==> config.mk <==
export PLATFORM = sky130hd
export DESIGN_NAME = voice_allocator
export DESIGN_NICKNAME = d
export VERILOG_FILES = /design/src/rtl/shape_pkg.sv /design/src/rtl/voice_slot.sv /design/src/rtl/voice_allocator.sv
export SDC_FILE = /design/constraint.sdc
export NUM_CORES = 1
export LEC_CHECK = 0
export BUFFER_PORTS_ARGS = -buffer_cell sky130_fd_sc_hd__clkbuf_2
export CORE_AREA = 2 2 240 242
export CTS_BUF_LIST = sky130_fd_sc_hd__clkbuf_4 sky130_fd_sc_hd__clkbuf_8
export DETAILED_ROUTE_END_ITERATION = 8
export DIE_AREA = 0 0 242 244
export PLACE_DENSITY_LB_ADDON = 0.12
export SLEW_MARGIN = 20
export SYNTH_ARGS = -nofsm -noshare
export SYNTH_HDL_FRONTEND = slang
export SYNTH_SLANG_ARGS = --single-unit
export TNS_END_PERCENT = 50
==> constraint.sdc <==
create_clock -name clk -period 8.7 [get_ports clk]
set_input_delay 0.435 -clock clk [delete_from_list [all_inputs] [get_ports clk]]
set_output_delay 0.435 -clock clk [all_outputs]
set_load 0.1 [all_outputs]
==> src/rtl/shape_pkg.sv <==
// Shared waveform and note-event types for the oscillator bank and its voice allocator.
package shape_pkg;

  typedef enum logic [1:0] {
    SIN      = 2'd0,
    SQUARE   = 2'd1,
    SAW      = 2'd2,
    TRIANGLE = 2'd3
  } wave_shape;

  localparam int KEY_W  = 7;
  localparam int VEL_W  = 7;
  localparam int FREQ_W = 16;

  typedef struct packed {
    logic              note_on;
    logic [KEY_W-1:0]  key;
    logic [FREQ_W-1:0] freq;
    logic [VEL_W-1:0]  velocity;
    wave_shape         shape;
  } note_event_t;

endpackage

==> src/rtl/voice_slot.sv <==
// One voice slot: its registered oscillator controls, key tag and age counter.
module voice_slot
  import shape_pkg::*;
#(
  parameter int WIDTH = 24
) (
  input  logic              clk,
  input  logic              rst,
  input  logic              load,
  input  logic              note_off,
  input  logic              age_step,
  input  logic [KEY_W-1:0]  ld_key,
  input  logic [FREQ_W-1:0] ld_freq,
  input  logic [WIDTH-1:0]  ld_amp,
  input  wave_shape         ld_shape,
  output logic              active,
  output logic [KEY_W-1:0]  key,
  output logic [7:0]        age,
  output logic [FREQ_W-1:0] freq,
  output logic [WIDTH-1:0]  amplitude,
  output wave_shape         shape
);

  function automatic logic [7:0] age_sat_inc(input logic [7:0] a);
    return (a == 8'hFF) ? a : a + 8'd1;
  endfunction

  always_ff @(posedge clk) begin
    if (rst) begin
      active    <= 1'b0;
      key       <= '0;
      age       <= '0;
      freq      <= '0;
      amplitude <= '0;
      shape     <= SIN;
    end else if (load) begin
      active    <= 1'b1;
      key       <= ld_key;
      age       <= '0;
      freq      <= ld_freq;
      amplitude <= ld_amp;
      shape     <= ld_shape;
    end else begin
      // A released slot keeps freq/amplitude/shape so the oscillator output settles cleanly.
      if (note_off) active <= 1'b0;
      if (age_step && active) age <= age_sat_inc(age);
    end
  end

endmodule

==> src/rtl/voice_allocator.sv <==
// Polyphonic note scheduler: scans the voice slots one per cycle, then retriggers,
// allocates a free slot, or steals the oldest voice.
module voice_allocator
  import shape_pkg::*;
#(
  parameter int VOICES = 8,
  parameter int WIDTH  = 24
) (
  input  logic                           clk,
  input  logic                           rst,
  input  logic                           ev_valid,
  output logic                           ev_ready,
  input  logic                           ev_note_on,
  input  logic [KEY_W-1:0]               ev_key,
  input  logic [FREQ_W-1:0]              ev_freq,
  input  logic [VEL_W-1:0]               ev_velocity,
  input  wave_shape                      ev_shape,
  output logic [VOICES-1:0]              voice_enable,
  output logic [VOICES-1:0][FREQ_W-1:0]  voice_freq,
  output logic [VOICES-1:0][WIDTH-1:0]   voice_amplitude,
  output wave_shape                      voice_shape [VOICES],
  output logic                           stolen
);

  localparam int IDX_W = (VOICES > 1) ? $clog2(VOICES) : 1;

  typedef enum logic [1:0] {
    IDLE  = 2'd0,
    SCAN  = 2'd1,
    APPLY = 2'd2
  } state_t;

  state_t            state;
  logic [IDX_W-1:0]  idx;
  note_event_t       ev;

  logic              match_found, free_found, old_found;
  logic [IDX_W-1:0]  match_idx, free_idx, old_idx;
  logic [7:0]        old_age;

  logic [VOICES-1:0] slot_active;
  logic [KEY_W-1:0]  slot_key [VOICES];
  logic [7:0]        slot_age [VOICES];

  logic              is_on;
  logic              apply;
  logic [IDX_W-1:0]  tgt;
  logic [WIDTH-1:0]  ld_amp;

  assign ev_ready     = (state == IDLE) && !rst;
  assign voice_enable = slot_active;
  // Zero velocity on a note-on is the MIDI running-status form of note-off.
  assign is_on        = ev.note_on && (ev.velocity != '0);
  assign apply        = (state == APPLY);
  assign ld_amp       = {1'b0, ev.velocity, {(WIDTH-VEL_W-1){1'b0}}};

  always_comb begin
    tgt = old_idx;
    if (free_found)  tgt = free_idx;
    if (match_found) tgt = match_idx;
  end

  always_ff @(posedge clk) begin
    if (rst) begin
      state       <= IDLE;
      idx         <= '0;
      ev          <= '0;
      match_found <= 1'b0;
      free_found  <= 1'b0;
      old_found   <= 1'b0;
      match_idx   <= '0;
      free_idx    <= '0;
      old_idx     <= '0;
      old_age     <= '0;
      stolen      <= 1'b0;
    end else begin
      stolen <= 1'b0;
      case (state)
        IDLE: begin
          if (ev_valid && ev_ready) begin
            ev          <= '{ev_note_on, ev_key, ev_freq, ev_velocity, ev_shape};
            match_found <= 1'b0;
            free_found  <= 1'b0;
            old_found   <= 1'b0;
            old_age     <= '0;
            idx         <= '0;
            state       <= SCAN;
          end
        end
        SCAN: begin
          if (slot_active[idx]) begin
            if (!match_found && slot_key[idx] == ev.key) begin
              match_found <= 1'b1;
              match_idx   <= idx;
            end
            // Strict greater-than keeps the lowest index among equal ages.
            if (!old_found || slot_age[idx] > old_age) begin
              old_found <= 1'b1;
              old_idx   <= idx;
              old_age   <= slot_age[idx];
            end
          end else if (!free_found) begin
            free_found <= 1'b1;
            free_idx   <= idx;
          end
          idx <= idx + 1'b1;
          if (idx == IDX_W'(VOICES-1)) state <= APPLY;
        end
        APPLY: begin
          stolen <= is_on && !match_found && !free_found;
          state  <= IDLE;
        end
        default: state <= IDLE;
      endcase
    end
  end

  for (genvar i = 0; i < VOICES; i++) begin : g_slot
    logic hit;
    logic off_hit;
    assign hit     = (tgt == IDX_W'(i));
    assign off_hit = match_found && (match_idx == IDX_W'(i));

    voice_slot #(.WIDTH(WIDTH)) u_slot (
      .clk       (clk),
      .rst       (rst),
      .load      (apply && is_on && hit),
      .note_off  (apply && !is_on && off_hit),
      .age_step  (apply && is_on && !hit),
      .ld_key    (ev.key),
      .ld_freq   (ev.freq),
      .ld_amp    (ld_amp),
      .ld_shape  (ev.shape),
      .active    (slot_active[i]),
      .key       (slot_key[i]),
      .age       (slot_age[i]),
      .freq      (voice_freq[i]),
      .amplitude (voice_amplitude[i]),
      .shape     (voice_shape[i])
    );
  end

endmodule
==> results.yml, run 1 <==
global_routing:
  grt.met2_usage_pct: 31.7
  grt_start_max_net_pins: 121
  grt_util_all_layers_pct: 19.3
  antenna_found_initial: 1
  grt_use_met3_pct: 4.77
  grt_pass1_vias: 13700
  use_met1_pct: 24.7
  grt_remaining_overflow: 0
  grt_pass1_wl_um: 87700
  top_usage_layer: "met2"
timing:
  worstMarginPinSlew_ns: 1.07
  drv_slew: 0
  fin_setup_tns_ns: 0
  fmax_mhz: 275
  hold_viol: 0
  clock-skew-final_ns: 0.0374
  slew_headroom_pct: 28.7
  period_share_pct: 41.8
  rsz0062_at_grt: "no"
  finalWorstPathRequiredPeriod_ns: 3.64
  worst_hold_slack_ns: 0.0524
  final-setup-viol-count: 0
floorplanning:
  start_util_pct: 30.0
  core_sq_um: 56200
  rows: 87
  dieArea_sq_um: 59000
  io_pins: 382
  die_w_um: 242
  die_y_um: 244
critical_path:
  crit_top_cell: "mux2_2"
  arrival_ns: 4.15
  worstPathRequired_ns: 9.21
  worst-path-max-fanout: 20
  path_class: "flip-flop to flip-flop"
  reg2reg_from: "idx[0]$_SDFFE_PP0P_"
  slowest_stage: "dfxtp_2"
  crit_chain: "buf_4, mux4_2, mux2_2, ha_1, nor2b_1, o211ai_1, a21oi_1, o32ai_1, a21oi_2, mux2_2"
  path_delay_family: "multiplexers"
  critPathBufInv: 1
  slowest_delay_ns: 0.59
  timing.critical_path.from: "idx[0]$_SDFFE_PP0P_"
  endpoint_kind: "flip-flop"
  rrSetupSlack_ns: 5.06
  r2r_cells: 10
  cp.depth: 10
  start_kind: "flip-flop"
  timing.rr.end: "old_age[0]$_SDFFE_PP0P_"
  crit_path_end: "old_age[0]$_SDFFE_PP0P_"
cts:
  numCtsBuffers: 71
  cts_resized: 0
  cts_max_level: 3
  path_clk_slew_ns: 0.05
  cts_sinks: 387
  post_cts_buffers: 0
  cts_tree: "done"
  cts_hold_buf: 29
  clkLatencyLatePin_ns: 0.65
  cts_root_buffer: "clkbuf_8"
  cts_buffer_depth: 3
pwr:
  ir_drop_mv: 0.0976
  power_density_nw_per_um2: 203
  p_leak_nw: 7.45
  power_mw: 4.04
synthesis:
  syn_inst: 2048
  synth-edff-count: 0
  async_reset_ff_share_pct: 0
  avgSynthCellArea_sq_um: 8.22
  synth_area_sq_um: 16800
  yosysSeqAreaShare_pct: 46.0
  synth.distinct_cells: 45
  ys_seq_elements: 387
  synth-main-ff-cell: "dfxtp_1"
  yosysWarningCount: 0
route:
  viasPerCell: 4.70
  drt_wl_total_um: 58400
  drt_iter0_markers: 925
  wl_per_cell_um: 19.1
  antenna_left: 0
  vias: 14400
  drc: 0
  drtPass1Iterations: 6
placement:
  place_hpwl_um: 37100
  globalplace.congestion: 0.834
  port_buffers: 245
flow_run:
  drv_cap: 0
final_layout:
  ff_latch_area_sq_um: 7750
  fillers: 5960
  fin_nets: 2307
  multi_input_area_sq_um: 7900
  synthToLayoutAreaGrowth_pct: 18.0
  drive_above_1_share_pct: 20.0
worst_hold_path:
  hp-class: "primary input to flip-flop"
status:
  status: "complete, no violations"
==> where the power goes <==
part | switching, mW | internal, mW
Combinational | 0.333 | 0.0422
Sequential | 0.0333 | 1.78
Clock | 0.796 | 1.05
==> metal layers <==
| layer | wire, um | share of wire [%] | up-vias |
|---|---|---|---|
| met5 | 0 | 0 | - |
| met4 | 1310 | 2.2 | 0 |
| met3 | 3570 | 6.1 | 70 |
| met2 | 27700 | 47 | 366 |
| met1 | 25800 | 44 | 6992 |
| li1 | - | - | 6960 |
==> area by class of cell <==
type / instances / share of cell area [%]
Timing Repair Buffer: 298 / 8.59
Sequential cell: 387 / 39.0
Inverter: 7 / 0.132
Clock buffer: 112 / 7.23
Tap cell: 756 / 4.76
Antenna cell: 2 / 0.0252
Multi-Input combinational cell: 1488 / 39.8
Clock inverter: 12 / 0.435
==> Yosys cell counts, drive strengths merged, types with 7 or more instances <==
cell type,number,area (sq um)
mux2,18,203
inv,7,26.3
xor2,51,447
nor3,67,335
a311oi,8,120
and3,17,106
nand2,624,2340
nor2,22,82.6
clkbuf,93,349
nand2b,23,144
buf,208,1390
dfxtp,387,7750
or3,11,73.8
ha,18,225
mux2i,38,380
a21oi,310,1560
nand3,11,55.1
mux4,22,495
nand4,42,263
o21ai,26,130
xnor2,8,70.1
==> worst min path at each step <==
| stage | startpoint | endpoint | slack [ns] | depth (start not counted) |
|---|---|---|---|---|
| global placement | g_slot[6].u_slot.key[5]$_SDFFE_PP0P_ | g_slot[6].u_slot.key[5]$_SDFFE_PP0P_ | 0.44 | 2 |
| detailed placement | g_slot[6].u_slot.key[5]$_SDFFE_PP0P_ | g_slot[6].u_slot.key[5]$_SDFFE_PP0P_ | 0.44 | 2 |
| floorplan | g_slot[6].u_slot.key[0]$_SDFFE_PP0P_ | g_slot[6].u_slot.key[0]$_SDFFE_PP0P_ | 0.43 | 2 |
| CTS | ev_key[6] | ev[31]$_SDFFE_PP0P_ | 0.001 | 3 |
| global route | ev_note_on | ev[32]$_SDFFE_PP0P_ | 0.04 | 3 |
| finish | ev_key[5] | ev[30]$_SDFFE_PP0P_ | 0.05 | 3 |
==> flip-flops by register name, summed over array words and instances, names as in the netlist <==
register and flops:
old_idx 3, match_idx 3, state 2, g_slot.u_slot.freq 128, match_found 1, g_slot.u_slot.age 64
stolen 1, old_age 8, idx 3, g_slot.u_slot.key 56, g_slot.u_slot.active 8, ev 33
g_slot.u_slot.shape 16, free_found 1, free_idx 3, g_slot.u_slot.amplitude 56, old_found 1
==> placed cells by master (no fill, tap or decap), types with 4 or more instances in the layout <==
master / n
conb_1: 136
nor2_1: 14
dlygate4sd3_1: 29
mux2_2: 16
mux2i_1: 38
o22ai_1: 5
nor2b_1: 6
a22o_1: 5
nand2_1: 619
a21oi_1: 309
a311oi_2: 8
clkinv_2: 7
ha_1: 18
nand2b_1: 23
buf_4: 24
nand4_1: 42
nand3_1: 11
mux4_2: 22
xnor2_1: 8
clkbuf_8: 95
nor3_1: 67
xor2_1: 51
o21ai_0: 23
and3_1: 17
dfxtp_1: 385
inv_1: 7
clkbuf_2: 244
nand2_2: 4
nor2_4: 8
or3_1: 10
clkbuf_4: 17
==> logic make-up after synthesis <==
group / Yosys count / share of synthesized area, %
buffers and inverters: 308 / 10.5
other: 1 / 0.0223
and+or+nand+nor: 832 / 20.9
AOI/OAI and AO/OA: 365 / 11.7
DFF: 387 / 46.0
adders and majority gates: 18 / 1.34
xor gates and xnor gates: 59 / 3.07
muxes: 78 / 6.41
==> worst register-to-register path, stage by stage, from the launching register on <==
cell and delay (ns):
dfxtp_2 0.59, buf_4 0.40, mux4_2 0.55, mux2_2 0.29, ha_1 0.30, nor2b_1 0.15
o211ai_1 0.10, a21oi_1 0.13, o32ai_1 0.12, a21oi_2 0.50, mux2_2 0.40
==> metrics by stage <==
stage	utilization (%)	std cells	setup WS [ns]	area, sq um
CTS	35.3	3060	5.03	19800
global route	35.4	3061	4.86	19900
global placement	32.1	2907	5.11	18000
floorplan	-	2183	4.98	17300
finish	35.4	3062	5.06	19900
detailed placement	32.1	2907	5.04	18000
No activity file was read; power rests on OpenSTA's default activity.
==> run 2: changes to the inputs <==
- ABC_AREA: default -> 1
- CORE_AREA: 2 2 240 242 -> 2 2 242 244
- DIE_AREA: 0 0 242 244 -> 0 0 244 246
- clock period: 8.7 -> 3.2 ns (I/O delays scaled with it)
==> results.yml, run 2 <==
status:
  status: "complete, no violations"
placement:
  globalplace.congestion: 0.823
  port_buffers: 245
  place_hpwl_um: 36400
  placed_cells: 3094
timing:
  fin_setup_tns_ns: 0
  clock-skew-final_ns: 0.0334
  slew_headroom_pct: 53.9
  worst_hold_slack_ns: 0.139
  final-setup-viol-count: 0
  period_share_pct: 90.8
  rsz0062_at_grt: "no"
  drv_slew: 0
  hold_viol: 0
  worstMarginPinSlew_ns: 0.686
  fmax_mhz: 344
  finalWorstPathRequiredPeriod_ns: 2.90
route:
  drc: 0
  drt_wl_total_um: 54400
  viasPerCell: 4.61
  wl_per_cell_um: 16.7
  vias: 15000
  drtPass1Iterations: 7
  drt_iter0_markers: 809
  antenna_left: 0
floorplanning:
  dieArea_sq_um: 60000
  rows: 88
  start_util_pct: 29.7
  core_sq_um: 57400
  die_w_um: 244
  io_pins: 382
  die_y_um: 246
critical_path:
  critPathBufInv: 2
  path_delay_family: "compound AO/OA/AOI/OAI gates"
  timing.critical_path.from: "idx[0]$_SDFFE_PP0P_"
  worstPathRequired_ns: 3.71
  start_kind: "flip-flop"
  rrSetupSlack_ns: 0.30
  timing.rr.end: "old_age[6]$_SDFFE_PP0P_"
  r2r_cells: 15
  slowest_delay_ns: 0.32
  path_class: "flip-flop to flip-flop"
  worst-path-max-fanout: 29
  crit_top_cell: "nand2_1"
  reg2reg_from: "idx[0]$_SDFFE_PP0P_"
  crit_chain: "inv_2, o21ai_0, o21ai_0, nor2_1, a31oi_1, ha_1, a21oi_1, nand3b_1, nand3_1, nand2_1, nand2_1, nand2_2, clkinvlp_4, nand2_1, a21oi_1"
  arrival_ns: 3.41
  cp.depth: 15
  endpoint_kind: "flip-flop"
  crit_path_end: "old_age[6]$_SDFFE_PP0P_"
  slowest_stage: "dfxtp_2"
cts:
  cts_max_level: 3
  cts_root_buffer: "clkbuf_8"
  cts_tree: "done"
  path_clk_slew_ns: 0.06
  clkLatencyLatePin_ns: 0.65
  post_cts_buffers: 0
  cts_sinks: 387
  numCtsBuffers: 73
  cts_buffer_depth: 3
final_layout:
  synthToLayoutAreaGrowth_pct: 18.9
  final_util_pct: 35.3
  largest_reg_flops: 128
  regMostFlops: "g_slot.u_slot.freq"
  reg.largest.list: "g_slot.u_slot.freq: 128 flops, g_slot.u_slot.age: 64 flops"
  layout_commonest_cell: "a21oi_1"
  final_cell_mix: "396 x a21oi_1, 386 x dfxtp_1, 278 x nand2_1, 276 x o21ai_0, 245 x clkbuf_2"
  fillers: 6131
  layout.cells.non_filler: 3259
  fin_nets: 2493
  drive_above_1_share_pct: 18.7
global_routing:
  antenna_found_initial: 3
  grt_start_max_net_pins: 110
  grt_pass1_vias: 14500
  grt_util_all_layers_pct: 17.6
  grt_remaining_overflow: 0
  grt_pass1_wl_um: 83400
synthesis:
  yosys-top-cells-count: "396 x a21oi_1, 387 x dfxtp_1, 280 x nand2_1, 276 x o21ai_0, 157 x buf_4"
  yosysWarningCount: 0
  synth_top_area_cell: "dfxtp_1"
  synth-main-ff-cell: "dfxtp_1"
  async_reset_ff_share_pct: 0
  synthMostInstantiatedCell: "a21oi_1"
  synth_area_sq_um: 17000
  yosysSeqAreaShare_pct: 45.5
  ys_seq_elements: 387
  yosys-top-cells-area: "dfxtp_1 45%, a21oi_1 12%, o21ai_0 8.1%, buf_4 6.9%, nand2_1 6.2%"
  synth.distinct_cells: 42
  syn_inst: 2194
  synth-edff-count: 0
  avgSynthCellArea_sq_um: 7.76
  synth.top_cell.area_share_pct: 45.5
pwr:
  ir_drop_mv: 0.405
  p_leak_nw: 8.55
  power_density_nw_per_um2: 556
worst_hold_path:
  hp-class: "primary input to flip-flop"
flow_run:
  drv_cap: 0
## run 2: changes by cell type after synthesis, sizes merged, moves of 19 or more
cell    previous run  this run
a21oi            310       396
clkbuf            93        63
nor2              22        83
clkinv             0        25
mux4              22         0
nor3              67        17
nand2            624       293
inv                7       149
nand4             42        23
nand3             11       104
o21ai             26       351
xor2              51        32
nand2b            23         0
mux2i             38         0
## run 2: cell type report
cell class,count,area (sq um),area share (%)
clock inverter,13,91.3,0.451
clock buffer,114,1460,7.19
timing repair inverter,1,7.51,0.0371
timing repair buffer,312,1890,9.33
inverter,174,662,3.27
multi-input combinational,1490,7430,36.7
tap,765,957,4.73
antenna,3,7.51,0.0371
sequential,387,7750,38.3
## run 2: how the worst min path moves through the flow
stage                start                   to  slack [ns]  depth (start not counted)
6_report          ev_valid  ev[24]$_SDFFE_PP0P_        0.14                          4
4_1_cts           ev_valid  ev[24]$_SDFFE_PP0P_        0.12                          4
3_3_place_gp   ev_freq[15]  ev[24]$_SDFFE_PP0P_        0.44                          3
5_1_grt           ev_valid   ev[2]$_SDFFE_PP0P_        0.19                          3
3_5_place_dp   ev_freq[15]  ev[24]$_SDFFE_PP0P_        0.44                          3
2_1_floorplan  ev_freq[15]  ev[24]$_SDFFE_PP0P_        0.33                          2
## run 2: logic make-up after synthesis
kind of cell,share of synthesized area [%]
buffers and inverters,14.1
adders and majority gates,1.32
and+or+nand+nor,14.2
other,0.0220
DFF,45.5
xor gates and xnor gates,2.01
AOI/OAI and AO/OA,22.9
## run 2: power breakdown
part / internal, mW / total, mW / switching, mW
registers: 4.86 / 4.88 / 0.0192
clock network: 2.90 / 5.10 / 2.20
logic: 0.170 / 1.28 / 1.11
## run 2: metal layers
layer / part of all wire [%] / GRT usage, % / vias to the layer above
li1: - / - / 7600
met5: 0 / 0 / -
met2: 47 / 29.1 / 375
met4: 1.9 / 4.82 / 0
met1: 44 / 21.7 / 6988
met3: 7.8 / 6.21 / 74
## run 2: timing repair
action	4_1_cts	5_1_grt
gates resized for setup	0	3
hold buffers	34	0
hold endpoints to repair	33	0
setup endpoints to repair	0	10
## run 2: tightest hold or removal path: stages
cell and delay [ns]:
clkbuf_2 0.12, nand2_4 0.25, nand2_1 0.14, a21oi_1 0.06
## run 2: metrics by stage
stage / setup slack [ns] / cell area [sq um] / total power, mW
after global placement: 0.204 / 18300 / 6.22
after global routing: 0.0738 / 20200 / 11.7
after CTS: 0.122 / 20200 / 11.4
final: 0.295 / 20300 / 11.3
after floorplan: 0.605 / 17500 / 6.17
after detailed placement: 0.163 / 18300 / 6.22
